--- src/rtl/store_trace_capture_pkg.sv ---
// Shared types for the store trace capture block.
//   trace_entry_t : one captured store {cycle stamp, word index, data}
//   trace_state_e : quiescence FSM states
//   DEFAULT_BASE  : default first byte address of the watched window
package trace_pkg;

  localparam logic [31:0] DEFAULT_BASE = 32'h0000_0200;

  typedef struct packed {
    logic [31:0] cycle;
    logic [7:0]  index;
    logic [31:0] data;
  } trace_entry_t;

  typedef enum logic [1:0] {
    ST_WAIT   = 2'd0,
    ST_ACTIVE = 2'd1,
    ST_QUIET  = 2'd2
  } trace_state_e;

endpackage

--- src/rtl/store_trace_capture_if.sv ---
// Trace output stream of the store trace capture block.
//   trace_valid : head entry available
//   trace_ready : sink accepts head entry
//   trace_cycle : cycle stamp of head entry
//   trace_index : word index of head entry within the window
//   trace_data  : stored word of head entry
// Handshake: an entry transfers on every clock edge where trace_valid and
// trace_ready are both high. While trace_valid is high and trace_ready is
// low, the head fields hold steady; trace_valid never depends on trace_ready.
interface store_trace_capture_if;
  logic        trace_valid;
  logic        trace_ready;
  logic [31:0] trace_cycle;
  logic [7:0]  trace_index;
  logic [31:0] trace_data;

  modport master (
    output trace_valid, trace_cycle, trace_index, trace_data,
    input  trace_ready
  );

  modport slave (
    input  trace_valid, trace_cycle, trace_index, trace_data,
    output trace_ready
  );
endinterface

--- src/rtl/store_trace_capture_fifo.sv ---
// sync_fifo: single-clock FIFO with show-ahead read.
//   clk, rst : clock, asynchronous active-high reset
//   clear    : synchronous flush (pointers to zero)
//   push     : write wdata; ignored when full unless a pop happens too
//   pop      : drop the head entry; ignored when empty
//   rdata    : head entry (valid while !empty)
//   full     : DEPTH entries held
//   empty    : no entries held
module sync_fifo #(
  parameter int WIDTH = 8,
  parameter int DEPTH = 8
) (
  input  logic             clk,
  input  logic             rst,
  input  logic             clear,
  input  logic             push,
  input  logic             pop,
  input  logic [WIDTH-1:0] wdata,
  output logic [WIDTH-1:0] rdata,
  output logic             full,
  output logic             empty
);

  localparam int AW = $clog2(DEPTH);

  logic [WIDTH-1:0] mem_q [DEPTH];
  logic [AW:0]      wr_ptr_q, wr_ptr_d;
  logic [AW:0]      rd_ptr_q, rd_ptr_d;
  logic             do_push, do_pop;

  // Pointers carry one extra wrap bit so full and empty are distinguishable.
  assign empty = (wr_ptr_q == rd_ptr_q);
  assign full  = (wr_ptr_q[AW] != rd_ptr_q[AW]) &&
                 (wr_ptr_q[AW-1:0] == rd_ptr_q[AW-1:0]);

  assign do_pop  = pop && !empty;
  // When full, a concurrent pop frees the slot the push writes into.
  assign do_push = push && (!full || do_pop);

  assign rdata = mem_q[rd_ptr_q[AW-1:0]];

  always_comb begin
    wr_ptr_d = wr_ptr_q;
    rd_ptr_d = rd_ptr_q;
    if (clear) begin
      wr_ptr_d = '0;
      rd_ptr_d = '0;
    end else begin
      if (do_push) wr_ptr_d = wr_ptr_q + (AW+1)'(1);
      if (do_pop)  rd_ptr_d = rd_ptr_q + (AW+1)'(1);
    end
  end

  always_ff @(posedge clk or posedge rst) begin
    if (rst) begin
      wr_ptr_q <= '0;
      rd_ptr_q <= '0;
    end else begin
      wr_ptr_q <= wr_ptr_d;
      rd_ptr_q <= rd_ptr_d;
    end
  end

  // Storage needs no reset: nothing is read out until a push has written it.
  always_ff @(posedge clk) begin
    if (do_push && !clear) mem_q[wr_ptr_q[AW-1:0]] <= wdata;
  end

endmodule

--- src/rtl/store_trace_capture.sv ---
// store_trace_capture: watches MEM-stage stores, captures word stores that
// land in a data-memory window into a FIFO and streams them out, with store
// and drop counters and a quiescence flag.
//   clk, rst    : core clock, asynchronous active-high reset
//   mem_write   : MEM-stage store enable
//   mem_addr    : MEM-stage byte address
//   mem_wdata   : MEM-stage store data
//   enable      : capture enable (0 ignores all stores)
//   clear       : synchronous flush of FIFO, counters, stamp and FSM
//   trace       : trace output stream (master side)
//   store_count : accepted captures, saturating
//   drop_count  : captures lost to full FIFO or misalignment, saturating
//   quiet       : high in QUIET state
//   state_dbg   : current FSM state (0 WAIT, 1 ACTIVE, 2 QUIET)
module store_trace_capture
  import trace_pkg::*;
#(
  parameter logic [31:0] BASE_ADDR    = DEFAULT_BASE,
  parameter int          WINDOW_BYTES = 40,
  parameter int          DEPTH        = 8,
  parameter int          QUIET_CYCLES = 64
) (
  input  logic                  clk,
  input  logic                  rst,
  input  logic                  mem_write,
  input  logic [31:0]           mem_addr,
  input  logic [31:0]           mem_wdata,
  input  logic                  enable,
  input  logic                  clear,
  store_trace_capture_if.master trace,
  output logic [15:0]           store_count,
  output logic [15:0]           drop_count,
  output logic                  quiet,
  output logic [1:0]            state_dbg
);

  localparam logic [1:0]  S_WAIT   = ST_WAIT;
  localparam logic [1:0]  S_ACTIVE = ST_ACTIVE;
  localparam logic [1:0]  S_QUIET  = ST_QUIET;
  localparam logic [15:0] QLAST    = 16'(QUIET_CYCLES - 1);

  logic [31:0]  stamp_q, stamp_d;
  logic [15:0]  store_q, store_d;
  logic [15:0]  drop_q, drop_d;
  logic [1:0]   state_q, state_d;
  logic [15:0]  qcnt_q, qcnt_d;
  logic         quiet_q, quiet_d;

  logic [31:0]  offset;
  logic         in_win, hit, hit_al, hit_mis;
  logic         fifo_full, fifo_empty;
  logic         pop, push, drop_ev;
  trace_entry_t wr_entry, head;

  // Offset form of the window test avoids overflow of BASE_ADDR+WINDOW_BYTES.
  assign offset  = mem_addr - BASE_ADDR;
  assign in_win  = (mem_addr >= BASE_ADDR) && (offset < 32'(WINDOW_BYTES));
  assign hit     = mem_write && enable && in_win;
  assign hit_al  = hit && (mem_addr[1:0] == 2'b00);
  assign hit_mis = hit && (mem_addr[1:0] != 2'b00);

  assign pop     = !fifo_empty && trace.trace_ready;
  assign push    = hit_al && !clear && (!fifo_full || pop);
  assign drop_ev = hit_mis || (hit_al && fifo_full && !pop);

  assign wr_entry = '{cycle: stamp_q, index: offset[9:2], data: mem_wdata};

  sync_fifo #(
    .WIDTH ($bits(trace_entry_t)),
    .DEPTH (DEPTH)
  ) u_fifo (
    .clk   (clk),
    .rst   (rst),
    .clear (clear),
    .push  (push),
    .pop   (pop),
    .wdata (wr_entry),
    .rdata (head),
    .full  (fifo_full),
    .empty (fifo_empty)
  );

  // Head fields read as zero while empty so the port is defined after reset.
  assign trace.trace_valid = !fifo_empty;
  assign trace.trace_cycle = fifo_empty ? '0 : head.cycle;
  assign trace.trace_index = fifo_empty ? '0 : head.index;
  assign trace.trace_data  = fifo_empty ? '0 : head.data;

  always_comb begin
    stamp_d = stamp_q + 32'd1;
    store_d = store_q;
    drop_d  = drop_q;
    state_d = state_q;
    qcnt_d  = qcnt_q;

    if (push && store_q != 16'hFFFF) store_d = store_q + 16'd1;
    if (drop_ev && drop_q != 16'hFFFF) drop_d = drop_q + 16'd1;

    case (state_q)
      S_WAIT: begin
        if (hit_al) begin
          state_d = S_ACTIVE;
          qcnt_d  = '0;
        end
      end
      S_ACTIVE: begin
        // Misaligned stores still show the program is writing the window.
        if (hit) qcnt_d = '0;
        else if (qcnt_q == QLAST) state_d = S_QUIET;
        else qcnt_d = qcnt_q + 16'd1;
      end
      S_QUIET: begin
        if (hit_al) begin
          state_d = S_ACTIVE;
          qcnt_d  = '0;
        end
      end
      default: begin
        state_d = S_WAIT;
        qcnt_d  = '0;
      end
    endcase

    if (clear) begin
      stamp_d = '0;
      store_d = '0;
      drop_d  = '0;
      state_d = S_WAIT;
      qcnt_d  = '0;
    end

    quiet_d = (state_d == S_QUIET);
  end

  always_ff @(posedge clk or posedge rst) begin
    if (rst) begin
      stamp_q <= '0;
      store_q <= '0;
      drop_q  <= '0;
      state_q <= S_WAIT;
      qcnt_q  <= '0;
      quiet_q <= 1'b0;
    end else begin
      stamp_q <= stamp_d;
      store_q <= store_d;
      drop_q  <= drop_d;
      state_q <= state_d;
      qcnt_q  <= qcnt_d;
      quiet_q <= quiet_d;
    end
  end

  assign store_count = store_q;
  assign drop_count  = drop_q;
  assign quiet       = quiet_q;
  assign state_dbg   = state_q;

endmodule
--- src/flat_wrapper.sv ---
// flat-port wrapper written by rule: the top's interface ports become plain ports
module store_trace_capture_flat import trace_pkg::*;
#(
  parameter logic [31:0] BASE_ADDR    = DEFAULT_BASE,
  parameter int          WINDOW_BYTES = 40,
  parameter int          DEPTH        = 8,
  parameter int          QUIET_CYCLES = 64
)
  (clk, rst, mem_write, mem_addr, mem_wdata, enable, clear, store_count, drop_count, quiet, state_dbg, trace_trace_valid, trace_trace_cycle, trace_trace_index, trace_trace_data, trace_trace_ready);
  store_trace_capture_if trace_i ();
  input  logic clk;
  input  logic rst;
  input  logic mem_write;
  input  logic [31:0] mem_addr;
  input  logic [31:0] mem_wdata;
  input  logic enable;
  input  logic clear;
  output logic [15:0] store_count;
  output logic [15:0] drop_count;
  output logic quiet;
  output logic [1:0] state_dbg;
  output wire logic [$bits(trace_i.trace_valid)-1:0] trace_trace_valid;
  output wire logic [$bits(trace_i.trace_cycle)-1:0] trace_trace_cycle;
  output wire logic [$bits(trace_i.trace_index)-1:0] trace_trace_index;
  output wire logic [$bits(trace_i.trace_data)-1:0] trace_trace_data;
  input wire logic [$bits(trace_i.trace_ready)-1:0] trace_trace_ready;
  assign trace_trace_valid = trace_i.trace_valid;
  assign trace_trace_cycle = trace_i.trace_cycle;
  assign trace_trace_index = trace_i.trace_index;
  assign trace_trace_data = trace_i.trace_data;
  assign trace_i.trace_ready = trace_trace_ready;
  store_trace_capture #(.BASE_ADDR(BASE_ADDR), .WINDOW_BYTES(WINDOW_BYTES), .DEPTH(DEPTH), .QUIET_CYCLES(QUIET_CYCLES)) u_core (.clk(clk), .rst(rst), .mem_write(mem_write), .mem_addr(mem_addr), .mem_wdata(mem_wdata), .enable(enable), .clear(clear), .trace(trace_i), .store_count(store_count), .drop_count(drop_count), .quiet(quiet), .state_dbg(state_dbg));
endmodule
--- config.mk ---
export PLATFORM = sky130hd
export DESIGN_NAME = store_trace_capture_flat
export DESIGN_NICKNAME = d
export VERILOG_FILES = /design/src/rtl/store_trace_capture_pkg.sv /design/src/rtl/store_trace_capture_if.sv /design/src/rtl/store_trace_capture_fifo.sv /design/src/rtl/store_trace_capture.sv /design/src/flat_wrapper.sv
export SDC_FILE = /design/constraint.sdc
export NUM_CORES = 1
export LEC_CHECK = 0
export CAP_MARGIN = 10
export CORE_ASPECT_RATIO = 0.75
export CORE_UTILIZATION = 59
export DETAILED_ROUTE_END_ITERATION = 7
export GPL_TIMING_DRIVEN = 1
export MAX_ROUTING_LAYER = met4
export PLACE_DENSITY = 0.86
export REMOVE_ABC_BUFFERS = 1
export SKIP_LAST_GASP = 1
export SYNTH_ARGS = -nofsm -noshare
export SYNTH_HDL_FRONTEND = slang
export SYNTH_SLANG_ARGS = --single-unit
--- constraint.sdc ---
create_clock -name clk -period 12.09 [get_ports clk]
set_input_delay 1.8135 -clock clk [delete_from_list [all_inputs] [get_ports clk]]
set_output_delay 1.8135 -clock clk [all_outputs]
set_load 0.02 [all_outputs]
==> metrics.md <==
| Metric | Value |
|---|---|
| Outcome | `finished clean` |
| CP Capture Type | `register` |
| Initial Util | `0.604` |
| CTS sink cnt | `roughly 670` |
| Final count of negative-setup-slack endpoints | `0` |
| Max Root-Sink Buffers | `3` |
| Top cell type's share of synthesized area | `0.634` |
| PortBufs | `177` |
| # hold bufs at CTS | `0` |
| Detailed Route WL | `~63 mm` |
| Largest net degree at the start of global routing | `between 100 and 150` |
| Layout Cells excl Fill | `2367` |
| Crit path buffers/inverters | `4` |
| Power density over the cells | `about 140 mW/mm2` |
| Met1 WL | `roughly 24 mm` |
| Synth Warn # | `0` |
| VDD IR max | `roughly 0.11 mV` |
| Later-pin clock latency in the skew report | `0.63 ns` |
| Slew headroom | `0.253` |
| Met3 wire len | `5.49 mm` |
| Die area | `~0.047 mm2` |
| CP Launch Type | `primary input` |
| CTS Buf Count | `between 50 and 60` |
| Crit path largest cell delay | `about 0.66 ns` |
| Die H | `approximately 190 um` |
| Yosys cell types | `67` |
| Final worst path period need | `between 6 and 7 ns` |
| Max Clock Skew | `approximately 0.027 ns` |
| H-tree depth | `2` |
| Max-slew violations | `0` |
| Vias in the first global route | `~16000` |
| Core Footprint | `about 0.045 mm2` |
| CTS tree | `built` |
| R2R depth | `9` |
| CP max FO | `between 40 and 50` |
| Overall power | `about 4500 uW` |
| # fillers | `around 2700` |
| Worst-path cell chain | `clkdlybuf4s50_1 > inv_1 > ha_1 > nor3b_1 > nand4_1 > o31a_1 > a31oi_1 > nand3_2 > or3_1 > clkinv_2 > buf_4` |
| #FFs+latches synth | `~670` |
| Num ports | `~180` |
| Nets | `1808` |
| Crit Path Class | `in -> reg` |
| Main synth FF type | `edfxtp_1` |
| Reg-to-Reg Start | `u_core.u_fifo.rd_ptr_q[2]` |
| Fmax | `144 MHz` |
| Routed length on met2 | `around 31 mm` |
| Routability congestion estimate | `roughly 0.88` |
| Syn Std Cell Area | `between 0.02 and 0.03 mm2` |
| Drt first pass iters | `6` |
| Reg2Reg Capture Point | `u_core.u_fifo.mem_q[4][43]` |
| Post-synth top area cell | `edfxtp_1` |
| Crit path max-delay family | `simple AND/OR/NAND/NOR gates` |
| Number of DRC markers in iteration 0 | `roughly 1600` |
| Post-CTS Setup Inserts | `0` |
| Synthesized area per cell | `approximately 18 um2` |
| Synth top cells by count | `576 x edfxtp_1, 144 x mux4_2, 131 x nor2_1` |
| # rows | `67` |
| Post-DP HPWL | `~34 mm` |
| Leak Pwr | `0.0100 uW` |
| Worst hold path class | `reg -> reg` |
| Reg2reg setup slack | `7.65 ns` |
| Clock-pin transition on the worst setup and hold timing paths | `around 0.07 ns` |
| Root Buffer | `clkbuf_16` |
| Hold path endpoint | `u_core.u_fifo.wr_ptr_q[3]` |
| Hold path cells | `1` |
| Final hold violations | `0` |
| Min-delay src | `u_core.u_fifo.wr_ptr_q[3]` |
| RSZ-0062 raised after global routing | `false` |
| Period utilization | `0.574` |
| Post-synth EDFFs | `~580` |
| Via count | `about 16000` |
| CP arrival | `between 7 and 8 ns` |
| Area contributors post-synth | `edfxtp_1 63%, mux4_2 12%, dfrtp_1 8.4%` |
| Die width | `250 um` |
| Area Overhead vs Synth | `16.3%` |
| Antenna violations before repair | `2` |
| Slowest-stage cell, CP | `a31oi_1` |
| Grt ovf | `0` |
| Synth async-reset ratio | `0.136` |
| Ratio of cells with drive above 1 in the final layout | `0.164` |
| Gate Count Post-Synth | `approximately 1500` |
| Required time of the critical path | `between 10 and 15 ns` |
| Drt via density | `around 6.6` |
| Count leader, synth | `edfxtp_1` |
| Top Metal Used | `met4` |
| Post-route ant nets | `0` |
| First-pass GRT wire length | `~96 mm` |
| GRT Resource Usage Total | `0.281` |
| Maximum capacitance violations | `0` |
| Dpl cells | `about 2300` |
| DRC viols | `0` |
| # resized after CTS | `0` |
| Drt wl/cell | `between 20 and 30 um` |
| Worst slew pin tran | `roughly 1.1 ns` |
| Seq/Total Area, Yosys | `0.718` |
cell families after synthesis:
family	synth area share
flops	0.718
simple gates	0.0789
mux	0.149
compound gates	0.0250
buf+inv	0.0138
xor+xnor	0.0125
fa+ha+maj	0.00321
layout by cell type (no fill, tap or decap), drive strengths merged, types with 9 or more instances in the layout:
cell type      synthesis  layout
edfxtp               576     576
and2                   9       9
dfrtp                 91      91
mux2i                 76      76
nor2                 131     131
xor2                  23      23
nand4                 41      41
or3                   23      23
o21ai                 25      25
clkinv                 0      19
clkbuf                51      74
clkdlybuf4s50          0     176
nand2                 33      33
xnor2                 16      16
or4                   16      16
o31ai                  9       9
inv                   23      24
and3                  14      14
buf                   23      26
a21oi                 33      33
nand3                 64      64
nor4                  23      23
mux4                 144     144
and4                  11      11
metal layers:
layer	vias up	global-route usage
met2	855	0.447
met1	7958	0.365
met3	150	0.0569
met4	0	0.100
met5	-	-
li1	6579	-
power by group:
group / total (uW) / internal (uW) / switching, uW / leakage, uW
combinational: 70.1 / 26.6 / 43.6 / 0.00258
sequential: 2490 / 2490 / 2.87 / 0.00650
clock: 1930 / 1070 / 853 / 0.000945
total: 4490 / 3590 / 900 / 0.0100
per-stage QoR:
step	utilization	hold WS [ns]	instance area, um2	worst slack (ns)	TNS, ns
global route	0.703	0.535	31700	4.79	0
finish	0.703	0.506	31700	5.16	0
floorplan	-	0.467	27000	-2.07	-1041.19
detailed placement	0.659	0.496	29700	4.65	0
CTS	0.703	0.506	31700	5.31	0
global placement	0.659	0.496	29700	4.94	0
sequential cells by signal, indices dropped and copies added, names as in the netlist:
name                    cells
u_core.u_fifo.mem_q       576
u_core.stamp_q             32
u_core.drop_count          16
u_core.qcnt_q              16
u_core.store_count         16
u_core.u_fifo.rd_ptr_q      4
u_core.u_fifo.wr_ptr_q      4
u_core.state_dbg            2
u_core.quiet                1
how the worst max path moves through the flow:
stage	start	endpoint	slack, ns	cells after the start
finish	mem_addr[9]	u_core.u_fifo.mem_q[7][2]	5.16	11
global route	mem_addr[9]	u_core.u_fifo.mem_q[7][61]	4.79	11
CTS	mem_addr[9]	u_core.u_fifo.mem_q[7][65]	5.31	11
detailed placement	mem_addr[9]	u_core.u_fifo.mem_q[7][66]	4.65	11
global placement	mem_addr[9]	u_core.u_fifo.mem_q[7][66]	4.94	11
floorplan	u_core.u_fifo.rd_ptr_q[0]	u_core.u_fifo.mem_q[0][0]	-2.07	7
cell type report:
cell class	count	area (um2)	share of cell area
Antenna cell	2	5.00	0.000158
Clock buffer	74	1560	0.0492
Clock inverter	34	412	0.0130
Inverter	23	90.1	0.00284
Multi-Input combinational cell	779	7360	0.232
Sequential cell	667	19600	0.617
Tap cell	586	733	0.0231
Timing Repair Buffer	202	1970	0.0620
(Power assumes the default switching activity.)
